<file path="config.mk">
export PLATFORM = sky130hd
export DESIGN_NAME = instruction_fetch_flat
export DESIGN_NICKNAME = d
export VERILOG_FILES = /design/src/rtl/imem_if.sv /design/src/rtl/instruction_fetch.sv /design/src/flat_wrapper.sv
export SDC_FILE = /design/constraint.sdc
export NUM_CORES = 1
export LEC_CHECK = 0
export CAP_MARGIN = 20
export CORE_UTILIZATION = 50
export CTS_CLUSTER_DIAMETER = 40
export DETAILED_ROUTE_END_ITERATION = 10
export PLACE_DENSITY = 0.87
export SLEW_MARGIN = 25
export SYNTH_ARGS = -nofsm -noshare
export SYNTH_HDL_FRONTEND = slang
export SYNTH_SLANG_ARGS = --single-unit
</file>
<file path="constraint.sdc">
create_clock -name clk -period 2.42 [get_ports clk]
set_input_delay 0.242 -clock clk [delete_from_list [all_inputs] [get_ports clk]]
set_output_delay 0.242 -clock clk [all_outputs]
set_load 0.02 [all_outputs]
</file>
<file path="src/rtl/imem_if.sv">
// imem_if: req/ack handshake between the fetch stage and the instruction memory.
//   req   - fetch request (master -> slave)
//   addr  - fetch address, stable while req=1 and ack=0 (master -> slave)
//   ack   - rdata valid this cycle, completes the request (slave -> master)
//   rdata - fetched instruction word (slave -> master)
interface imem_if;
    logic        req;
    logic [31:0] addr;
    logic        ack;
    logic [31:0] rdata;
    modport master (output req, addr, input ack, rdata);
    modport slave  (input req, addr, output ack, rdata);
endinterface

</file>
<file path="src/rtl/instruction_fetch.sv">
// instruction_fetch: IF stage holding the PC, fetching over imem_if and owning the IF/ID register.
//   clk, rst_n   - clock and asynchronous active-low reset
//   stall        - hold PC and IF/ID
//   redirect_en  - branch/jump taken, load redirect_pc (word aligned)
//   redirect_pc  - branch/jump target
//   imem         - instruction memory master port (req/addr/ack/rdata)
//   instruc      - IF/ID instruction word
//   pc_plus4     - IF/ID address of that instruction plus 4
//   if_valid     - IF/ID holds a real instruction
module instruction_fetch #(
    parameter logic [31:0] RESET_PC = 32'h00000000,
    parameter logic [31:0] NOP_WORD = 32'h00000000
) (
    input  logic        clk,
    input  logic        rst_n,
    input  logic        stall,
    input  logic        redirect_en,
    input  logic [31:0] redirect_pc,
    imem_if.master      imem,
    output logic [31:0] instruc,
    output logic [31:0] pc_plus4,
    output logic        if_valid
);
    typedef enum logic [1:0] {IDLE, FETCH, SQUASH} state_t;

    state_t      state_q, state_d;
    logic [31:0] pc_q, pc_d;
    logic        req_q, req_d;
    logic [31:0] addr_q, addr_d;
    logic [31:0] instruc_q, instruc_d;
    logic [31:0] pc_plus4_q, pc_plus4_d;
    logic        valid_q, valid_d;
    logic [31:0] red_pc, pc_inc;

    // Masking keeps every bit of redirect_pc in use while forcing word alignment.
    assign red_pc = redirect_pc & ~32'h3;
    assign pc_inc = pc_q + 32'd4;

    always_comb begin
        state_d    = state_q;
        pc_d       = pc_q;
        req_d      = req_q;
        addr_d     = addr_q;
        instruc_d  = instruc_q;
        pc_plus4_d = pc_plus4_q;
        valid_d    = valid_q;
        case (state_q)
            IDLE: begin
                pc_d    = redirect_en ? red_pc : pc_q;
                state_d = FETCH;
                req_d   = 1'b1;
                addr_d  = pc_d;
            end
            FETCH: begin
                if (redirect_en) begin
                    // An unacked request must drain in SQUASH before the new pc is requested.
                    pc_d      = red_pc;
                    instruc_d = NOP_WORD;
                    valid_d   = 1'b0;
                    state_d   = imem.ack ? FETCH : SQUASH;
                    addr_d    = imem.ack ? red_pc : addr_q;
                end else if (!stall) begin
                    if (imem.ack) begin
                        instruc_d  = imem.rdata;
                        pc_plus4_d = pc_inc;
                        valid_d    = 1'b1;
                        pc_d       = pc_inc;
                        addr_d     = pc_inc;
                    end else begin
                        instruc_d = NOP_WORD;
                        valid_d   = 1'b0;
                    end
                end
                // On stall an acked word is dropped; req stays high, so addr=pc is re-requested.
            end
            SQUASH: begin
                pc_d      = redirect_en ? red_pc : pc_q;
                instruc_d = NOP_WORD;
                valid_d   = 1'b0;
                state_d   = imem.ack ? FETCH : SQUASH;
                addr_d    = imem.ack ? pc_d : addr_q;
            end
            default: state_d = IDLE;
        endcase
    end

    always_ff @(posedge clk or negedge rst_n) begin
        if (!rst_n) begin
            state_q    <= IDLE;
            pc_q       <= RESET_PC;
            req_q      <= 1'b0;
            addr_q     <= RESET_PC;
            instruc_q  <= NOP_WORD;
            pc_plus4_q <= 32'h0;
            valid_q    <= 1'b0;
        end else begin
            state_q    <= state_d;
            pc_q       <= pc_d;
            req_q      <= req_d;
            addr_q     <= addr_d;
            instruc_q  <= instruc_d;
            pc_plus4_q <= pc_plus4_d;
            valid_q    <= valid_d;
        end
    end

    assign imem.req  = req_q;
    assign imem.addr = addr_q;
    assign instruc   = instruc_q;
    assign pc_plus4  = pc_plus4_q;
    assign if_valid  = valid_q;
endmodule

</file>
<file path="src/flat_wrapper.sv">
// flat-port wrapper written by rule: the top's interface ports become plain ports
module instruction_fetch_flat 
#(
    parameter logic [31:0] RESET_PC = 32'h00000000,
    parameter logic [31:0] NOP_WORD = 32'h00000000
)
  (clk, rst_n, stall, redirect_en, redirect_pc, instruc, pc_plus4, if_valid, imem_req, imem_addr, imem_ack, imem_rdata);
  imem_if imem_i ();
  input  logic clk;
  input  logic rst_n;
  input  logic stall;
  input  logic redirect_en;
  input  logic [31:0] redirect_pc;
  output logic [31:0] instruc;
  output logic [31:0] pc_plus4;
  output logic if_valid;
  output wire logic [$bits(imem_i.req)-1:0] imem_req;
  output wire logic [$bits(imem_i.addr)-1:0] imem_addr;
  input wire logic [$bits(imem_i.ack)-1:0] imem_ack;
  input wire logic [$bits(imem_i.rdata)-1:0] imem_rdata;
  assign imem_req = imem_i.req;
  assign imem_addr = imem_i.addr;
  assign imem_i.ack = imem_ack;
  assign imem_i.rdata = imem_rdata;
  instruction_fetch #(.RESET_PC(RESET_PC), .NOP_WORD(NOP_WORD)) u_core (.clk(clk), .rst_n(rst_n), .stall(stall), .redirect_en(redirect_en), .redirect_pc(redirect_pc), .imem(imem_i), .instruc(instruc), .pc_plus4(pc_plus4), .if_valid(if_valid));
endmodule
</file>
==> results of run 1 <==
[path summary, 6_finish.rpt]
check	from	end	slack, ns	cells past startpoint
worst max-delay path	u_core.state_q[0]	u_core.pc_q[24]	0.19	8
worst min-delay path	redirect_en	u_core.imem.addr[28]	0.22	3
worst max register to register	u_core.state_q[0]	u_core.pc_q[24]	0.19	8
worst min register to register	u_core.imem.req	u_core.imem.req	0.47	1
max in group asynchronous	rst_n	u_core.instruc[29]	1.39	3
min in group asynchronous	rst_n	u_core.imem.addr[18]	0.33	2
[sequential cells by signal, indices dropped and copies added, names as in the netlist]
| name | cells |
|---|---|
| u_core.pc_q | 32 |
| u_core.instruc | 32 |
| u_core.imem.req | 1 |
| u_core.if_valid | 1 |
| u_core.pc_plus4 | 32 |
| u_core.state_q | 2 |
| u_core.imem.addr | 32 |
[critical path, delay by kind of cell, from the launching register on]
kind	cells	cell delay [ns]
fa+ha+maj	1	0.31
flops	1	0.40
simple gates	2	0.61
compound gates	3	0.51
buf+inv	2	0.28
[report_power, final]
| group | switching, W | internal [W] | leakage (nW) | total, W |
|---|---|---|---|---|
| sequential | 0.000921 | 0.00320 | 1.63 | 0.00412 |
| combinational | 0.00376 | 0.00290 | 1.99 | 0.00666 |
| clock | 0.000927 | 0.00193 | 0.330 | 0.00285 |
[cells in the final DEF (no fill, tap or decap), drive strengths merged, types with 7 or more instances in the layout]
master,synthesis,routed
inv,12,12
xor2,23,23
clkdlybuf4s50,0,162
nand2,88,88
buf,20,52
nand3,29,29
a22o,32,32
a211oi,7,7
o21ai,71,71
a21oi,39,39
a31oi,9,9
and2,7,7
nand4,19,19
nor3,11,11
and3,9,9
nor2,43,43
xnor2,26,26
nor4,12,12
clkbuf,45,22
nand2b,8,8
dfrtp,132,132
o22ai,12,12
[logic make-up (layout without fill, tap and decap cells)]
| kind of cell | Yosys count | after routing |
|---|---|---|
| XOR/XNOR | 49 | 49 |
| flip-flops | 132 | 132 |
| adder cells (fa/ha/maj) | 5 | 5 |
| multiplexers | 5 | 5 |
| AND/OR/NAND/NOR | 242 | 242 |
| AO/OA/AOI/OAI | 219 | 219 |
| buffers and inverters | 77 | 259 |
[final cells by class]
cell class / count / share of cell area, %
clock buffer: 22 / 5.05
timing repair buffer: 215 / 21.2
sequential: 132 / 34.4
inverter: 12 / 0.470
tap: 176 / 2.30
multi-input combinational: 520 / 34.7
clock inverter: 10 / 1.83
[routing by layer]
layer | vias up | global-route usage, % | part of all wire (%)
met2 | 340 | 48.7 | 48
met1 | 3138 | 38.4 | 41
met3 | 47 | 7.03 | 8.7
met4 | 0 | 14.0 | 2.6
li1 | 2977 | - | -
met5 | - | 0 | 0
[metrics by stage]
step                      total power, W  setup WS, ns  hold slack, ns  std cells
after floorplan                  0.00783         0.480         -0.0536        729
after detailed placement          0.0107         0.243           0.231       1054
after global routing              0.0144        0.0293           0.251       1087
after global placement            0.0105         0.289           0.232       1054
final                             0.0136         0.185           0.222       1087
after CTS                         0.0136         0.222           0.200       1087
==> impl_metrics.json, run 1 <==
{
  "status": "complete, no violations",
  "overflow": 0,
  "tightest_slew_ns": 0.714,
  "startpoint_type": "register",
  "clock_latency_ns": 0.42,
  "via_count": 6502,
  "final_core_util_pct": 71.6,
  "seqCellArea_sq_um": 3300,
  "fill_cells": 996,
  "crit_slowest_cell": "or2_1",
  "place_area_sq_um": 8920,
  "clkTransAtPathRegs_ns": 0.06,
  "synthAdderAreaFrac_pct": 0.900,
  "ys_top_cells_by_area": "dfrtp_1 48%, o21ai_0 4.8%, nand2_1 4.8%",
  "hold_path.class": "input port to register",
  "hold_buffers": 1,
  "die_y_um": 120,
  "die_w_um": 120,
  "multi_input_area_sq_um": 3330,
  "syn_to_final_growth_pct": 38.0,
  "finalWeightedCongestion": 0.929,
  "drcViolationCount": 0,
  "max_freq_mhz": 447,
  "synth_compound_area_share_pct": 21.1,
  "diodes": 0,
  "yosys-mux-area-fraction_pct": 0.738,
  "critPathMaxFanout": 9,
  "ir_drop_mv": 0.743,
  "final_cell_area_sq_um": 9590,
  "nets": 972,
  "yosysSeqAreaShare_pct": 47.5,
  "cts_max_level": 4,
  "path_class": "register to register",
  "end_kind": "register",
  "power.density_nw_per_um2": 1420,
  "port_buffers": 164,
  "synth_xor_xnor_area_share_pct": 6.18,
  "core_sq_um": 13400,
  "drive_gt1_share_pct": 12.8,
  "wl_per_cell_um": 19.1,
  "first_global_vias": 6388,
  "synth_fp_nets": 803,
  "cts_resized": 0,
  "yosys.area_share.simple_pct": 18.8,
  "syn_area_per_cell_sq_um": 9.53,
  "yosys.cell_count.top_type": "dfrtp_1",
  "synth_ff_type": "dfrtp_1",
  "synth_area_sq_um": 6950,
  "synth.distinct_cells": 65,
  "synth-seq-cells": 132,
  "drt-pass1-iter-count": 5,
  "timing.final.crit_share_pct": 92.3,
  "yosysTopAreaCell": "dfrtp_1",
  "clockBufferDepth": 2,
  "synth_top_family_by_area": "compound AO/OA/AOI/OAI gates",
  "cts_tree": "built",
  "synth.top_cell.area_share_pct": 47.5,
  "grt_antenna_before_repair": 0,
  "ys_async_sr_fraction_pct": 100,
  "synthTopCellsByCount": "132 x dfrtp_1, 88 x nand2_1, 67 x o21ai_0",
  "critical-path-max-stage-delay_ns": 0.49,
  "cts_num_sinks": 132,
  "hold_viol_final": 0,
  "grt_pass1_wl_mm": 33.3,
  "postRouteAntennaNets": 0,
  "yosys_warnings": 0,
  "cts-root-buf": "clkbuf_16",
  "grt_max_degree": 51,
  "wirelength_mm": 20.8,
  "die_area_sq_um": 14400,
  "crit_chain": "inv_1 -> ha_1 -> or2_1 -> o22ai_2 -> nor2_1 -> buf_4 -> a21oi_1 -> a211o_1",
  "dp_hpwl_mm": 14.8,
  "grt_setup_unrepaired": "no",
  "cts_buffers": 17,
  "synth_edf_count": 0,
  "fin_skew_ns": 0.0110,
  "row_count": 42,
  "grtUsageTotal_pct": 30.2,
  "cap_violations": 0,
  "drt_iter0_drc": 471,
  "required_ns": 2.72,
  "arrival_ns": 2.54,
  "start_util_pct": 51.8,
  "p_leak_nw": 3.95,
  "relSlewSlack_pct": 52.3,
  "post-route-min-period_ns": 2.23,
  "postCtsSetupBuffers": 0,
  "synthCells": 729,
  "finalSetupViolations": 0,
  "vias_per_cell": 5.98,
  "maxSlewViolCount": 0,
  "io_pins": 167,
  "finalSetupTns_ns": 0
}
Power figures use the tool's default switching activity.
==> inputs of run 2 (changes only) <==
- CORE_UTILIZATION: 50 -> 45
- PLACE_DENSITY: 0.87 -> 0.81
==> run 2 against run 1 <==
Sequential share of layout area is 0.36 points higher. Non-clock buffer count is 10 lower. Worst hold slack better by 0.11 ns. Largest cell class unchanged. Core utilization is 8.9 points lower. Critical path depth stayed put. Register-to-register slack hardly changed. Combinational power is 2% lower. Count of clock-buffer cells in the layout is 2 lower. Wire length is 2.2% lower.
==> impl_metrics.json, run 2 (synthesized netlist as in run 1, its figures left out) <==
{
  "row_count": 45,
  "grt_pass1_wl_mm": 33.2,
  "cts-root-buf": "clkbuf_16",
  "timing.final.crit_share_pct": 92.1,
  "finalSetupViolations": 0,
  "arrival_ns": 2.50,
  "die_area_sq_um": 15900,
  "crit_slowest_cell": "dfrtp_1",
  "syn_to_final_growth_pct": 36.6,
  "relSlewSlack_pct": 58.7,
  "grt_setup_unrepaired": "no",
  "p_int_w": 0.00767,
  "end_kind": "register",
  "switchingPower_w": 0.00557,
  "finalWeightedCongestion": 0.960,
  "dp_hpwl_mm": 14.3,
  "top_layer_used": "met4",
  "first_global_vias": 6216,
  "pwr-share-clk_pct": 19.4,
  "cts_buffers": 17,
  "fin_skew_ns": 0.00819,
  "place_area_sq_um": 8900,
  "core_sq_um": 15100,
  "cts_tree": "built",
  "post-route-min-period_ns": 2.23,
  "start_util_pct": 45.9,
  "required_ns": 2.69,
  "cap_violations": 0,
  "p_leak_nw": 3.87,
  "drcViolationCount": 0,
  "status": "complete, no violations",
  "vias_per_cell": 5.85,
  "overflow": 0,
  "hold_ws_ns": 0.328,
  "grtUsageTotal_pct": 26.8,
  "final_cell_area_sq_um": 9490,
  "grt_antenna_before_repair": 0,
  "nets": 962,
  "fin_ws_ns": 0.190,
  "ir_drop_mv": 0.603,
  "final_core_util_pct": 62.7,
  "tightest_slew_ns": 0.619,
  "postRouteAntennaNets": 0,
  "hold_viol_final": 0,
  "io_pins": 167,
  "power.density_nw_per_um2": 1400,
  "clkTransAtPathRegs_ns": 0.06,
  "wl_per_cell_um": 18.7,
  "dp_slack_ns": 0.259,
  "layout_common_cells": "162 x clkdlybuf4s50_1, 132 x dfrtp_1, 87 x nand2_1, 67 x o21ai_0, 42 x nor2_1",
  "maxSlewViolCount": 0,
  "routedLengthMet1_mm": 8.90,
  "max_freq_mhz": 448,
  "crit_chain": "inv_1 -> ha_1 -> buf_12 -> nand2b_1 -> nor2_1 -> nand2_1 -> nor2_1 -> a311oi_1",
  "wl_met3_mm": 1.56,
  "cts_max_level": 4,
  "via_count": 6370,
  "drt_iter0_drc": 485,
  "p_comb_share_pct": 49.4,
  "hold_path.class": "input port to register",
  "cts_num_sinks": 132,
  "drive_gt1_share_pct": 11.7,
  "mostFrequentLayoutCell": "clkdlybuf4s50_1",
  "clockBufferDepth": 2,
  "diodes": 0,
  "cts_resized": 0,
  "critPathMaxFanout": 23,
  "die_w_um": 126,
  "sw_frac_of_total_pct": 42.1,
  "finalSetupTns_ns": 0,
  "startpoint_type": "register",
  "path_class": "register to register",
  "clock_latency_ns": 0.42,
  "dr_wl_met2_mm": 9.42,
  "pwr-share-seq_pct": 31.1,
  "grt_max_degree": 62,
  "cpMostUsedCell": "nor2_1",
  "die_y_um": 126,
  "drt-pass1-iter-count": 5,
  "wirelength_mm": 20.3,
  "port_buffers": 164,
  "critical-path-max-stage-delay_ns": 0.40
}
-- run 2: metrics by stage --
step | cells | power, W
2_1_floorplan | 729 | 0.00783
3_3_place_gp | 1056 | 0.0105
3_5_place_dp | 1056 | 0.0106
4_1_cts | 1088 | 0.0133
5_1_grt | 1088 | 0.0140
6_report | 1088 | 0.0132
-- run 2: cell type report --
cell class              count  area, sq um
multi-input cells         520         3330
well taps                 188          235
fillers                  1244         5660
clock buffers              20          447
flip-flops and latches    132         3300
inverters                  12         45.0
repair buffers            205         1990
clock inverters            11          135
-- run 2: critical path, delay by kind of cell, from the launching register on --
kind | cells | cell delay, ns
AOI/OAI and AO/OA | 1 | 0.14
adders and majority gates | 1 | 0.32
buffers and inverters | 2 | 0.31
DFF | 1 | 0.40
and+or+nand+nor | 4 | 0.90
-- run 2: timing repair --
| action | CTS | global route |
|---|---|---|
| hold endpoints to repair | 39 | 0 |
| setup endpoints to repair | 0 | 0 |
| setup buffers | 0 | 0 |
| hold buffers | 1 | 0 |
-- run 2: path summary, 6_finish.rpt --
| kind | from | to | slack (ns) | depth (start not counted) |
|---|---|---|---|---|
| min reg2reg | u_core.pc_plus4[23] | u_core.pc_plus4[23] | 0.48 | 2 |
| max | u_core.state_q[1] | u_core.pc_q[27] | 0.19 | 8 |
| min | redirect_en | u_core.imem.addr[1] | 0.33 | 4 |
| min in group asynchronous | rst_n | u_core.instruc[9] | 0.38 | 2 |
| max reg2reg | u_core.state_q[1] | u_core.pc_q[27] | 0.19 | 8 |
| max in group asynchronous | rst_n | u_core.pc_plus4[2] | 1.31 | 3 |
-- run 2: per-layer routing --
| metal | vias to the layer above | track usage, % |
|---|---|---|
| met5 | - | 0 |
| met4 | 0 | 11.8 |
| met3 | 34 | 6.50 |
| met2 | 319 | 42.1 |
| met1 | 3060 | 35.2 |
| li1 | 2957 | - |
-- run 2: power by group through the flow --
stage | sequential (W) | clock (W) | combinational [W]
after floorplan | 0.00465 | 0 | 0.00318
after global placement | 0.00409 | 0 | 0.00640
after detailed placement | 0.00413 | 0 | 0.00650
after CTS | 0.00411 | 0.00261 | 0.00655
after global routing | 0.00426 | 0.00272 | 0.00705
final | 0.00413 | 0.00257 | 0.00655
==> inputs of run 3 (changes only) <==
- SETUP_SLACK_MARGIN: default -> 0.1
==> run 3 against run 2 <==
Worst hold slack gained 0.0078 ns. Critical path type unchanged. Total power up 0.20%. Highest routed layer unchanged. Non-clock buffer count unchanged. Sequential share of layout area about the same. Combinational power barely moved. Maximum frequency grew 1.6%. Worst setup slack better by 0.035 ns. Clock skew fell by 0.00061 ns. Register-to-register slack improved by 0.03 ns. Die area did not move. Final cell count is the same. Final area rose by 0.13%.
==> impl_metrics.json, run 3 (synthesized netlist as in run 1, its figures left out) <==
{
  "status": "complete, no violations",
  "grt_antenna_before_repair": 0,
  "final_cell_area_sq_um": 9500,
  "diodes": 0,
  "grt_pass1_wl_mm": 33.2,
  "arrival_ns": 2.50,
  "overflow": 0,
  "vias_per_cell": 5.86,
  "path_class": "register to register",
  "max_freq_mhz": 456,
  "hold_path.class": "input port to register",
  "power.density_nw_per_um2": 1400,
  "postRouteAntennaNets": 0,
  "cap_violations": 0,
  "port_buffers": 164,
  "required_ns": 2.73,
  "drive_gt1_share_pct": 11.9,
  "io_pins": 167,
  "timing.final.crit_share_pct": 90.7,
  "critPathMaxFanout": 6,
  "cts_buffers": 17,
  "start_util_pct": 45.9,
  "p_total_w": 0.0133,
  "tightest_slew_ns": 0.617,
  "nets": 962,
  "ir_drop_mv": 0.602,
  "mostFrequentLayoutCell": "clkdlybuf4s50_1",
  "die_y_um": 126,
  "relSlewSlack_pct": 58.9,
  "wl_per_cell_um": 18.7,
  "end_kind": "register",
  "clkTransAtPathRegs_ns": 0.06,
  "layout_common_cells": "162 x clkdlybuf4s50_1, 132 x dfrtp_1, 87 x nand2_1, 67 x o21ai_0, 41 x nor2_1",
  "crit_slowest_cell": "dfrtp_1",
  "clock_latency_ns": 0.43,
  "startpoint_type": "register",
  "finalSetupTns_ns": 0,
  "finalWeightedCongestion": 0.960,
  "postCtsSetupBuffers": 0,
  "clockBufferDepth": 2,
  "first_global_vias": 6216,
  "syn_to_final_growth_pct": 36.8,
  "drt-pass1-iter-count": 7,
  "drt_iter0_drc": 465,
  "wirelength_mm": 20.3,
  "place_area_sq_um": 8900,
  "core_sq_um": 15100,
  "cts_num_sinks": 132,
  "p_leak_nw": 3.88,
  "grt_max_degree": 62,
  "cts-root-buf": "clkbuf_16",
  "critical-path-max-stage-delay_ns": 0.46,
  "fin_skew_ns": 0.00757,
  "dp_hpwl_mm": 14.3,
  "crit_chain": "ha_1 -> and4_1 -> nand2_1 -> nor4_4 -> a21oi_1 -> a211o_1",
  "die_w_um": 126,
  "finalSetupViolations": 0,
  "via_count": 6372,
  "maxSlewViolCount": 0,
  "cts_tree": "built",
  "cpLargestDelayFamily": "simple AND/OR/NAND/NOR gates",
  "crit_buf_inv": 0,
  "drcViolationCount": 0,
  "die_area_sq_um": 15900,
  "row_count": 45,
  "hold_viol_final": 0,
  "post-route-min-period_ns": 2.20,
  "grt_setup_unrepaired": "no",
  "cts_max_level": 4,
  "grtUsageTotal_pct": 26.8
}
run 3: changes by cell type in the layout (fill, tap and decap cells not counted):
cell	previous run	this run
buf_6	0	1
nor2_2	1	2
a311oi_1	6	5
buf_4	37	36
a311oi_2	0	1
nor2_1	42	41
run 3: worst reg2reg max path: cells and delay by family (launching register included):
family          cells  cell delay [ns]
compound gates      2             0.38
flops               1             0.46
simple gates        3             0.99
fa+ha+maj           1             0.24
run 3: path summary, 6_finish.rpt:
path,startpoint,endpoint,slack (ns),depth (start not counted)
hold / removal,redirect_en,u_core.imem.addr[1],0.34,4
setup reg to reg,u_core.pc_q[2],u_core.pc_q[24],0.22,6
setup / recovery,u_core.pc_q[2],u_core.pc_q[24],0.22,6
hold reg to reg,u_core.pc_plus4[23],u_core.pc_plus4[23],0.48,2
min in group asynchronous,rst_n,u_core.instruc[9],0.37,2
max in group asynchronous,rst_n,u_core.pc_plus4[2],1.31,3
run 3: metal layers:
metal | up-vias | wire (um) | track usage [%]
met4 | 0 | 532 | 11.8
met2 | 324 | 9320 | 42.1
met5 | - | 0 | 0
met3 | 40 | 1630 | 6.50
met1 | 3044 | 8840 | 35.2
li1 | 2964 | - | -
run 3: layout make-up:
type	instances	area, sq um
Tap cell	188	235
Sequential cell	132	3300
Inverter	12	45.0
Multi-Input combinational cell	520	3340
Clock inverter	11	135
Clock buffer	20	447
Timing Repair Buffer	205	2000
Fill cell	1243	5640
run 3: timing repair:
action / CTS / global route
hold buffers: 1 / 0
resized for setup: 0 / 3
endpoints found under the setup margin: 0 / 3
endpoints found under the hold margin: 39 / 0
run 3: through the flow:
stage	util, %	hold WS, ns	instances	setup slack, ns
finish	62.7	0.336	1088	0.225
global route	62.7	0.367	1088	0.114
CTS	62.7	0.331	1088	0.228
detailed placement	58.8	0.287	1056	0.259
global placement	58.8	0.285	1056	0.324
floorplan	-	-0.0536	729	0.480
run 3: power by group:
group | leakage, nW | internal, W | total [W] | switching, W
logic | 1.96 | 0.00286 | 0.00657 | 0.00371
registers | 1.63 | 0.00319 | 0.00412 | 0.000929
clock network | 0.285 | 0.00163 | 0.00258 | 0.000951
total | 3.88 | 0.00768 | 0.0133 | 0.00559
